### src/rtl/garage_lane_arbiter.sv
// garage_lane_arbiter: one gate/ticket resource shared by the entry and exit lanes.
// Optional grant watchdog enabled by defining GRANT_TIMEOUT_EN.
module garage_lane_arbiter #(
   parameter int CAPACITY   = 64,
   parameter int CNT_W      = 7,
   parameter int TIMEOUT_MS = 30000,
   parameter int TMR_W      = 16
) (
   input  logic             clk,
   input  logic             reset_n,
   input  logic             entry_req,
   input  logic             exit_req,
   input  logic             entry_done,
   input  logic             exit_done,
   input  logic             entry_abort,
   input  logic             exit_abort,
   input  logic             out_of_service,
   input  logic             tick_1ms,
   output logic             entry_grant,
   output logic             exit_grant,
   output logic [CNT_W-1:0] occupancy,
   output logic             garage_full,
   output logic             garage_empty,
   output logic             timeout_err
);

   typedef enum logic [1:0] {
      S_IDLE,
      S_GRANT_ENTRY,
      S_GRANT_EXIT,
      S_RELEASE
   } state_t;

   typedef enum logic {
      LANE_ENTRY,
      LANE_EXIT
   } lane_t;

   localparam logic [CNT_W-1:0] CAP = CNT_W'(CAPACITY);

   state_t           state;
   state_t           state_nxt;
   lane_t            last_served;
   lane_t            last_nxt;
   logic [CNT_W-1:0] occ_nxt;
   logic             tmo_nxt;
   logic             ent_ok;
   logic             ext_ok;

`ifdef GRANT_TIMEOUT_EN
   localparam logic [TMR_W-1:0] TMO_LIM = TMR_W'(TIMEOUT_MS);
   logic [TMR_W-1:0] tmr;
   logic [TMR_W-1:0] tmr_nxt;
`else
   logic [TMR_W:0] unused_cfg;
   assign unused_cfg = {tick_1ms, TMR_W'(TIMEOUT_MS)};
`endif

   // Next-state, occupancy and service bookkeeping.
   always_comb begin
      state_nxt = state;
      last_nxt  = last_served;
      occ_nxt   = occupancy;
      tmo_nxt   = 1'b0;
      ent_ok    = entry_req & ~garage_full & ~out_of_service;
      ext_ok    = exit_req & ~garage_empty & ~out_of_service;
`ifdef GRANT_TIMEOUT_EN
      tmr_nxt   = tmr;
`endif
      case (state)
         S_IDLE: begin
`ifdef GRANT_TIMEOUT_EN
            tmr_nxt = '0;
`endif
            if (ent_ok && ext_ok) begin
               if (last_served == LANE_ENTRY)
                  state_nxt = S_GRANT_EXIT;
               else
                  state_nxt = S_GRANT_ENTRY;
            end else if (ent_ok) begin
               state_nxt = S_GRANT_ENTRY;
            end else if (ext_ok) begin
               state_nxt = S_GRANT_EXIT;
            end
         end
         S_GRANT_ENTRY: begin
            if (entry_done) begin
               if (occupancy != CAP)
                  occ_nxt = occupancy + CNT_W'(1);
               last_nxt  = LANE_ENTRY;
               state_nxt = S_RELEASE;
            end else if (entry_abort) begin
               last_nxt  = LANE_ENTRY;
               state_nxt = S_RELEASE;
`ifdef GRANT_TIMEOUT_EN
            end else if (tick_1ms) begin
               if (tmr == TMO_LIM - TMR_W'(1)) begin
                  tmo_nxt   = 1'b1;
                  last_nxt  = LANE_ENTRY;
                  state_nxt = S_RELEASE;
               end else begin
                  tmr_nxt = tmr + TMR_W'(1);
               end
`endif
            end
         end
         S_GRANT_EXIT: begin
            if (exit_done) begin
               if (occupancy != '0)
                  occ_nxt = occupancy - CNT_W'(1);
               last_nxt  = LANE_EXIT;
               state_nxt = S_RELEASE;
            end else if (exit_abort) begin
               last_nxt  = LANE_EXIT;
               state_nxt = S_RELEASE;
`ifdef GRANT_TIMEOUT_EN
            end else if (tick_1ms) begin
               if (tmr == TMO_LIM - TMR_W'(1)) begin
                  tmo_nxt   = 1'b1;
                  last_nxt  = LANE_EXIT;
                  state_nxt = S_RELEASE;
               end else begin
                  tmr_nxt = tmr + TMR_W'(1);
               end
`endif
            end
         end
         S_RELEASE: state_nxt = S_IDLE;
         default:   state_nxt = S_IDLE;
      endcase
   end

   // State and registered outputs; flags track the new occupancy on the same edge.
   always_ff @(posedge clk or negedge reset_n) begin
      if (!reset_n) begin
         state        <= S_IDLE;
         last_served  <= LANE_ENTRY;
         occupancy    <= '0;
         entry_grant  <= 1'b0;
         exit_grant   <= 1'b0;
         garage_full  <= 1'b0;
         garage_empty <= 1'b1;
         timeout_err  <= 1'b0;
      end else begin
         state        <= state_nxt;
         last_served  <= last_nxt;
         occupancy    <= occ_nxt;
         entry_grant  <= (state_nxt == S_GRANT_ENTRY);
         exit_grant   <= (state_nxt == S_GRANT_EXIT);
         garage_full  <= (occ_nxt == CAP);
         garage_empty <= (occ_nxt == '0);
         timeout_err  <= tmo_nxt;
      end
   end

`ifdef GRANT_TIMEOUT_EN
   // Watchdog counter of tick_1ms pulses while a grant is held.
   always_ff @(posedge clk or negedge reset_n) begin
      if (!reset_n)
         tmr <= '0;
      else
         tmr <= tmr_nxt;
   end
`endif

endmodule

### config.mk
export PLATFORM = sky130hd
export DESIGN_NAME = garage_lane_arbiter
export DESIGN_NICKNAME = d
export VERILOG_FILES = /design/src/rtl/garage_lane_arbiter.sv
export SDC_FILE = /design/constraint.sdc
export NUM_CORES = 1
export LEC_CHECK = 0
export CAP_MARGIN = 20
export CORE_ASPECT_RATIO = 0.7
export CORE_MARGIN = 2
export CORE_UTILIZATION = 51
export CTS_BUF_LIST = sky130_fd_sc_hd__clkbuf_16
export DETAILED_ROUTE_END_ITERATION = 12
export GPL_ROUTABILITY_DRIVEN = 0
export PLACE_DENSITY = 0.79
export SYNTH_ARGS = -nofsm -noshare
export SYNTH_HDL_FRONTEND = slang
export SYNTH_SLANG_ARGS = --single-unit
### constraint.sdc
create_clock -name clk -period 3.04 [get_ports clk]
set_input_delay 0.304 -clock clk [delete_from_list [all_inputs] [get_ports clk]]
set_output_delay 0.304 -clock clk [all_outputs]
set_load 0.005 [all_outputs]
==> flow_metrics.env, run 1 <==
export IMPL_critPathBufInv=0
export IMPL_yosysTopAreaCell="dfrtp_1"
export IMPL_cts_hold_buf=0
export IMPL_numClockSinks=14
export IMPL_ir_drop_mv=0.669
export IMPL_dp_hpwl_mm=2.16
export IMPL_outcome="finished, final reports clean"
export IMPL_synth_main_ff_cell="dfrtp_1"
export IMPL_routed_wl_mm=2.93
export IMPL_required_ns=3.19
export IMPL_seq_area_frac_synth=0.315
export IMPL_numPortBuffers=19
export IMPL_core_area_sq_mm=0.00210
export IMPL_syn_inst=136
export IMPL_io_pins=22
export IMPL_cpPeakStageDelay_ns=0.73
export IMPL_synth_top_cell_area_share=0.292
export IMPL_whs_ns=0.453
export IMPL_synthTopCellsByArea="dfrtp_1 (29%), ha_1 (6.7%), inv_1 (4.0%), a31oi_1 (3.9%), nand2_1 (3.7%)"
export IMPL_startpoint_type="flop"
export IMPL_min_path_type="in2async"
export IMPL_rsz0062_at_grt="no"
export IMPL_final_max_slew_viol_count=0
export IMPL_insertion_delay_ns=0.24
export IMPL_hold_viol_final=0
export IMPL_dr_total_vias=1156
export IMPL_cts_tree="done"
export IMPL_cts_made_buffers=3
export IMPL_fmax_mhz=381
export IMPL_syn_nets=152
export IMPL_synth_enable_flop_cells=0
export IMPL_critPathKind="reg2reg"
export IMPL_die_area_sq_mm=0.00258
export IMPL_postCtsSetupRepairBufs=0
export IMPL_fin_setup_tns_ns=0
export IMPL_synth_warnings=0
export IMPL_clk_pin_slew_ns=0.04
export IMPL_crit_slowest_cell="nor4_1"
export IMPL_ctsResizeCount=0
export IMPL_antenna_found_initial=0
export IMPL_root_buffer="clkbuf_16"
export IMPL_first_global_vias=1041
export IMPL_skew_ns=0.00288
export IMPL_fin_nets=168
export IMPL_fin_cells=175
export IMPL_start_util=0.530
export IMPL_wl_per_cell_um=16.8
export IMPL_fp_dieW_um=59.9
export IMPL_fin_total_pwr_mw=1.54
export IMPL_fin_ws_ns=0.413
export IMPL_final_min_clock_period_ns=2.63
export IMPL_yosysUniqueCellTypes=46
export IMPL_grt_usage=0.258
export IMPL_place_area_sq_mm=0.00130
export IMPL_cp_end_kind="flop"
export IMPL_drive_above_1_share=0.0596
export IMPL_initialDrtViolationCount=81
export IMPL_post_route_cell_area_sq_mm=0.00138
export IMPL_critPathMaxFanout=12
export IMPL_drv_cap=0
export IMPL_drt_first_pass_iters=4
export IMPL_worst_pin_slew_ns=0.753
export IMPL_grt_pass1_wl_mm=4.96
export IMPL_ys_async_sr_fraction=1.00
export IMPL_die_y_um=43.1
export IMPL_critPathArrivalTime_ns=2.77
export IMPL_post_place_ws_ns=0.357
export IMPL_final_core_utilization=0.655
export IMPL_clockBufferDepth=2
export IMPL_post_place_cells=171
export IMPL_avgViaCountPerCell=6.61
export IMPL_leakagePower_nw=0.558
export IMPL_crit_chain="nor4_1 > nand2_1 > o31ai_1 > o22ai_1 > or3_4 > nor4b_4"
export IMPL_rows=14
export IMPL_overflow=0
export IMPL_fin_crit_sh=0.864
export IMPL_critical_path_top_delay_family="simple AND/OR/NAND/NOR gates"
export IMPL_setup_viol_count_final=0
export IMPL_maxSlewHeadroom=0.494
export IMPL_antennaDiodeCount=0
export IMPL_syn_cell_area_sq_mm=0.00111
export IMPL_postRouteAntennaNets=0
export IMPL_ys_ff_latch=14
export IMPL_area_growth_pct=23.6
export IMPL_htree_levels=1
export IMPL_syn_avg_cell_area_sq_um=8.20
export IMPL_power_density_mw_per_mm2=1110
export IMPL_grt_max_degree=17
export IMPL_drcViolationCount=0
export IMPL_r2r_slack_ns=0.41
[cells in the mapped netlist (2+ instances only)]
master and instances:
dfrtp_1 13, inv_1 12, nand2_1 11, nor2_1 11, a21oi_1 8, a31oi_1 7
o21ai_0 7, ha_1 6, clkbuf_1 5, nand3_1 5, a41oi_1 3, nor3_1 3
o211ai_1 3, o31ai_1 3, and3_1 2, buf_2 2, nand2b_1 2, nand3b_1 2
nor3b_1 2, nor4_1 2, or4_1 2
[cells in the final DEF, fill, tap and decap left out, types with 3 or more instances in the layout]
cell type and n:
a41oi_1 3, clkdlybuf4s50_1 19, o211ai_1 3, nor2_1 11, dfrtp_1 13, inv_1 13
ha_1 6, nor3_1 3, o31ai_1 3, nand2_1 11, nand3_1 5, a21oi_1 8
clkbuf_16 3, o21ai_0 7, a31oi_1 7
[power by group]
| group | internal [mW] | leakage (nW) | switching, mW |
|---|---|---|---|
| clock network | 0.173 | 0.0423 | 0.0704 |
| registers | 0.267 | 0.181 | 0.110 |
| logic | 0.387 | 0.335 | 0.527 |
[kinds of logic after synthesis]
| group | after synthesis | synth area share |
|---|---|---|
| and+or+nand+nor | 52 | 0.279 |
| AOI/OAI and AO/OA | 43 | 0.262 |
| buffers and inverters | 20 | 0.0730 |
| DFF | 14 | 0.315 |
| adders and majority gates | 6 | 0.0673 |
| other | 1 | 0.00336 |
[path summary, 6_finish.rpt]
kind | startpoint | endpoint | cells after the start
setup / recovery | occupancy[2] | garage_full | 6
hold / removal | reset_n | last_served | 1
setup reg to reg | occupancy[2] | garage_full | 6
hold reg to reg | last_served | last_served | 2
max in group asynchronous | reset_n | occupancy[0] | 1
min in group clk | last_served | last_served | 2
[cell type report]
class | count | area [sq um]
sequential | 14 | 352
fill | 178 | 724
clock buffer | 3 | 75.1
multi-input combinational | 102 | 682
timing repair buffer | 19 | 190
inverter | 12 | 45.0
tap | 24 | 30.0
clock inverter | 1 | 3.75
[per-layer routing]
metal  vias to the layer above  track usage  routed length [um]
met5                         -            0                   0
met4                         0       0.0844                  28
met3                         4       0.0488                 286
met2                        67        0.367                1320
met1                       549        0.388                1300
li1                        536            -                   -
[registers in the layout (all words and copies together) (netlist names)]
signal	count
exit_grant	1
entry_grant	1
garage_empty	1
occupancy	7
state	2
last_served	1
garage_full	1
(Power assumes the default switching activity.)
==> run 2: changes to the inputs <==
- ABC_CLOCK_PERIOD_IN_PS: unset -> 3040
==> results of run 2 <==
Same layout as run 1: the final DEF is identical, and so are final timing and power.
==> run 3: changes to the inputs <==
- ABC_CLOCK_PERIOD_IN_PS: 3040 -> unset
- CORE_UTILIZATION: 51 -> 53
- CTS_BUF_LIST: sky130_fd_sc_hd__clkbuf_16 -> sky130_fd_sc_hd__clkbuf_8
- GPL_TIMING_DRIVEN: unset -> 0
- PLACE_DENSITY: 0.79 -> 0.82
==> flow_metrics.env, run 3 (synthesis gave the netlist of run 1 again) <==
export IMPL_outcome="finished, violations left"
export IMPL_violations="DRC"
export IMPL_switchingPower_uw=718
export IMPL_cts_hold_buf=0
export IMPL_cts_tree="done"
export IMPL_fin_nets=175
export IMPL_overflow=0
export IMPL_numClockSinks=14
export IMPL_critPathMaxFanout=10
export IMPL_htree_levels=1
export IMPL_io_pins=22
export IMPL_required_ns=3.19
export IMPL_grt_usage=0.256
export IMPL_hold_viol_final=0
export IMPL_top_register="occupancy"
export IMPL_post_route_cell_area_sq_mm=0.00137
export IMPL_postRouteAntennaNets=0
export IMPL_grt_max_degree=15
export IMPL_fin_setup_tns_ns=0
export IMPL_first_global_vias=1072
export IMPL_dp_hpwl_mm=2.26
export IMPL_die_area_sq_mm=0.00249
export IMPL_maxSlewHeadroom=0.531
export IMPL_layout_common_cells="clkdlybuf4s50_1 (18), inv_1 (13), dfrtp_1 (13)"
export IMPL_final_core_utilization=0.713
export IMPL_rsz0062_at_grt="no"
export IMPL_numPortBuffers=18
export IMPL_drv_cap=0
export IMPL_start_util=0.581
export IMPL_cp_end_kind="flop"
export IMPL_p_sw_frac=0.486
export IMPL_wl_per_cell_um=16.4
export IMPL_place_area_sq_mm=0.00132
export IMPL_fin_crit_sh=0.838
export IMPL_insertion_delay_ns=0.24
export IMPL_initialDrtViolationCount=81
export IMPL_pwr_share_clk=0.103
export IMPL_die_y_um=42.4
export IMPL_avgViaCountPerCell=6.47
export IMPL_post_place_ws_ns=0.345
export IMPL_fin_ws_ns=0.493
export IMPL_skew_ns=0.00576
export IMPL_postCtsSetupRepairBufs=0
export IMPL_r2r_slack_ns=0.49
export IMPL_drt_first_pass_iters=9
export IMPL_root_buffer="clkbuf_8"
export IMPL_final_max_slew_viol_count=0
export IMPL_startpoint_type="flop"
export IMPL_clockBufferDepth=2
export IMPL_cts_made_buffers=3
export IMPL_antennaDiodeCount=0
export IMPL_combPwrFrac=0.663
export IMPL_ctsResizeCount=0
export IMPL_power_density_mw_per_mm2=1080
export IMPL_setup_viol_count_final=0
export IMPL_final_common_cell="clkdlybuf4s50_1"
export IMPL_largest_register_ffs=7
export IMPL_worstReg2RegEnd="garage_full"
export IMPL_internal_power_uw=758
export IMPL_ff2ff_path_depth=7
export IMPL_routed_wl_mm=2.95
export IMPL_whs_ns=0.448
export IMPL_crit_start="occupancy[2]"
export IMPL_fp_dieW_um=58.8
export IMPL_reg2reg_from="occupancy[2]"
export IMPL_drive_above_1_share=0.0759
export IMPL_clk_pin_slew_ns=0.06
export IMPL_dr_total_vias=1165
export IMPL_min_path_type="in2async"
export IMPL_core_area_sq_mm=0.00192
export IMPL_critPathArrivalTime_ns=2.70
export IMPL_critPathKind="reg2reg"
export IMPL_grt_pass1_wl_mm=4.90
export IMPL_worst_pin_slew_ns=0.697
export IMPL_pwr_share_seq=0.234
export IMPL_reg_top3="occupancy x7, state x2"
export IMPL_drcViolationCount=1
export IMPL_rows=13
export IMPL_leakagePower_nw=0.559
export IMPL_critPathCapture="garage_full"
export IMPL_antenna_found_initial=0
export IMPL_ir_drop_mv=0.626
export IMPL_area_growth_pct=22.7
export IMPL_fmax_mhz=393
export IMPL_final_min_clock_period_ns=2.55
run 3: changes by cell type in the layout (fill, tap and decap cells not counted), sizes merged:
cell / before / now
buf: 0 / 3
clkbuf: 3 / 8
clkdlybuf4s50: 19 / 18
run 3: layout make-up:
| type | count | area (sq um) |
|---|---|---|
| flip-flops and latches | 14 | 352 |
| plain buffers | 8 | 36.3 |
| clock buffers | 3 | 41.3 |
| clock inverters | 1 | 3.75 |
| well taps | 22 | 27.5 |
| repair buffers | 18 | 180 |
| fillers | 143 | 552 |
| inverters | 12 | 45.0 |
| multi-input cells | 102 | 682 |
run 3: critical path, stage by stage, from the launching register on:
cell      delay (ns)
dfrtp_1         0.40
buf_2           0.19
nor4_1          0.65
nand3_1         0.25
a21boi_0        0.23
o22ai_1         0.12
or3_4           0.41
nor4b_4         0.21
run 3: worst min-delay path by stage:
stage / slack [ns] / depth (start not counted) / endpoint / start
CTS: 0.47 / 1 / occupancy[6] / reset_n
finish: 0.45 / 1 / occupancy[6] / reset_n
global route: 0.50 / 1 / occupancy[6] / reset_n
floorplan: 0.008 / 0 / entry_grant / reset_n
detailed placement: 0.55 / 2 / last_served / last_served
global placement: 0.55 / 2 / last_served / last_served
run 3: metrics by stage:
stage / total power, mW / instances
4_1_cts: 1.46 / 180
6_report: 1.48 / 180
3_3_place_gp: 1.26 / 176
3_5_place_dp: 1.30 / 176
2_1_floorplan: 0.995 / 136
5_1_grt: 1.59 / 180
run 3: power by group through the flow:
| stage | logic [mW] | registers (mW) | clock network [mW] |
|---|---|---|---|
| 6_report | 0.979 | 0.346 | 0.153 |
| 5_1_grt | 1.07 | 0.353 | 0.164 |
| 4_1_cts | 0.959 | 0.343 | 0.156 |
| 3_5_place_dp | 0.950 | 0.346 | 0 |
| 3_3_place_gp | 0.916 | 0.342 | 0 |
| 2_1_floorplan | 0.661 | 0.334 | 0 |
run 3: routing by layer:
layer,vias to the layer above,GRT usage,part of all wire
met3,12,0.0432,0.088
met2,64,0.371,0.43
li1,549,-,-
met5,-,0,0
met4,0,0.114,0.027
met1,540,0.371,0.46
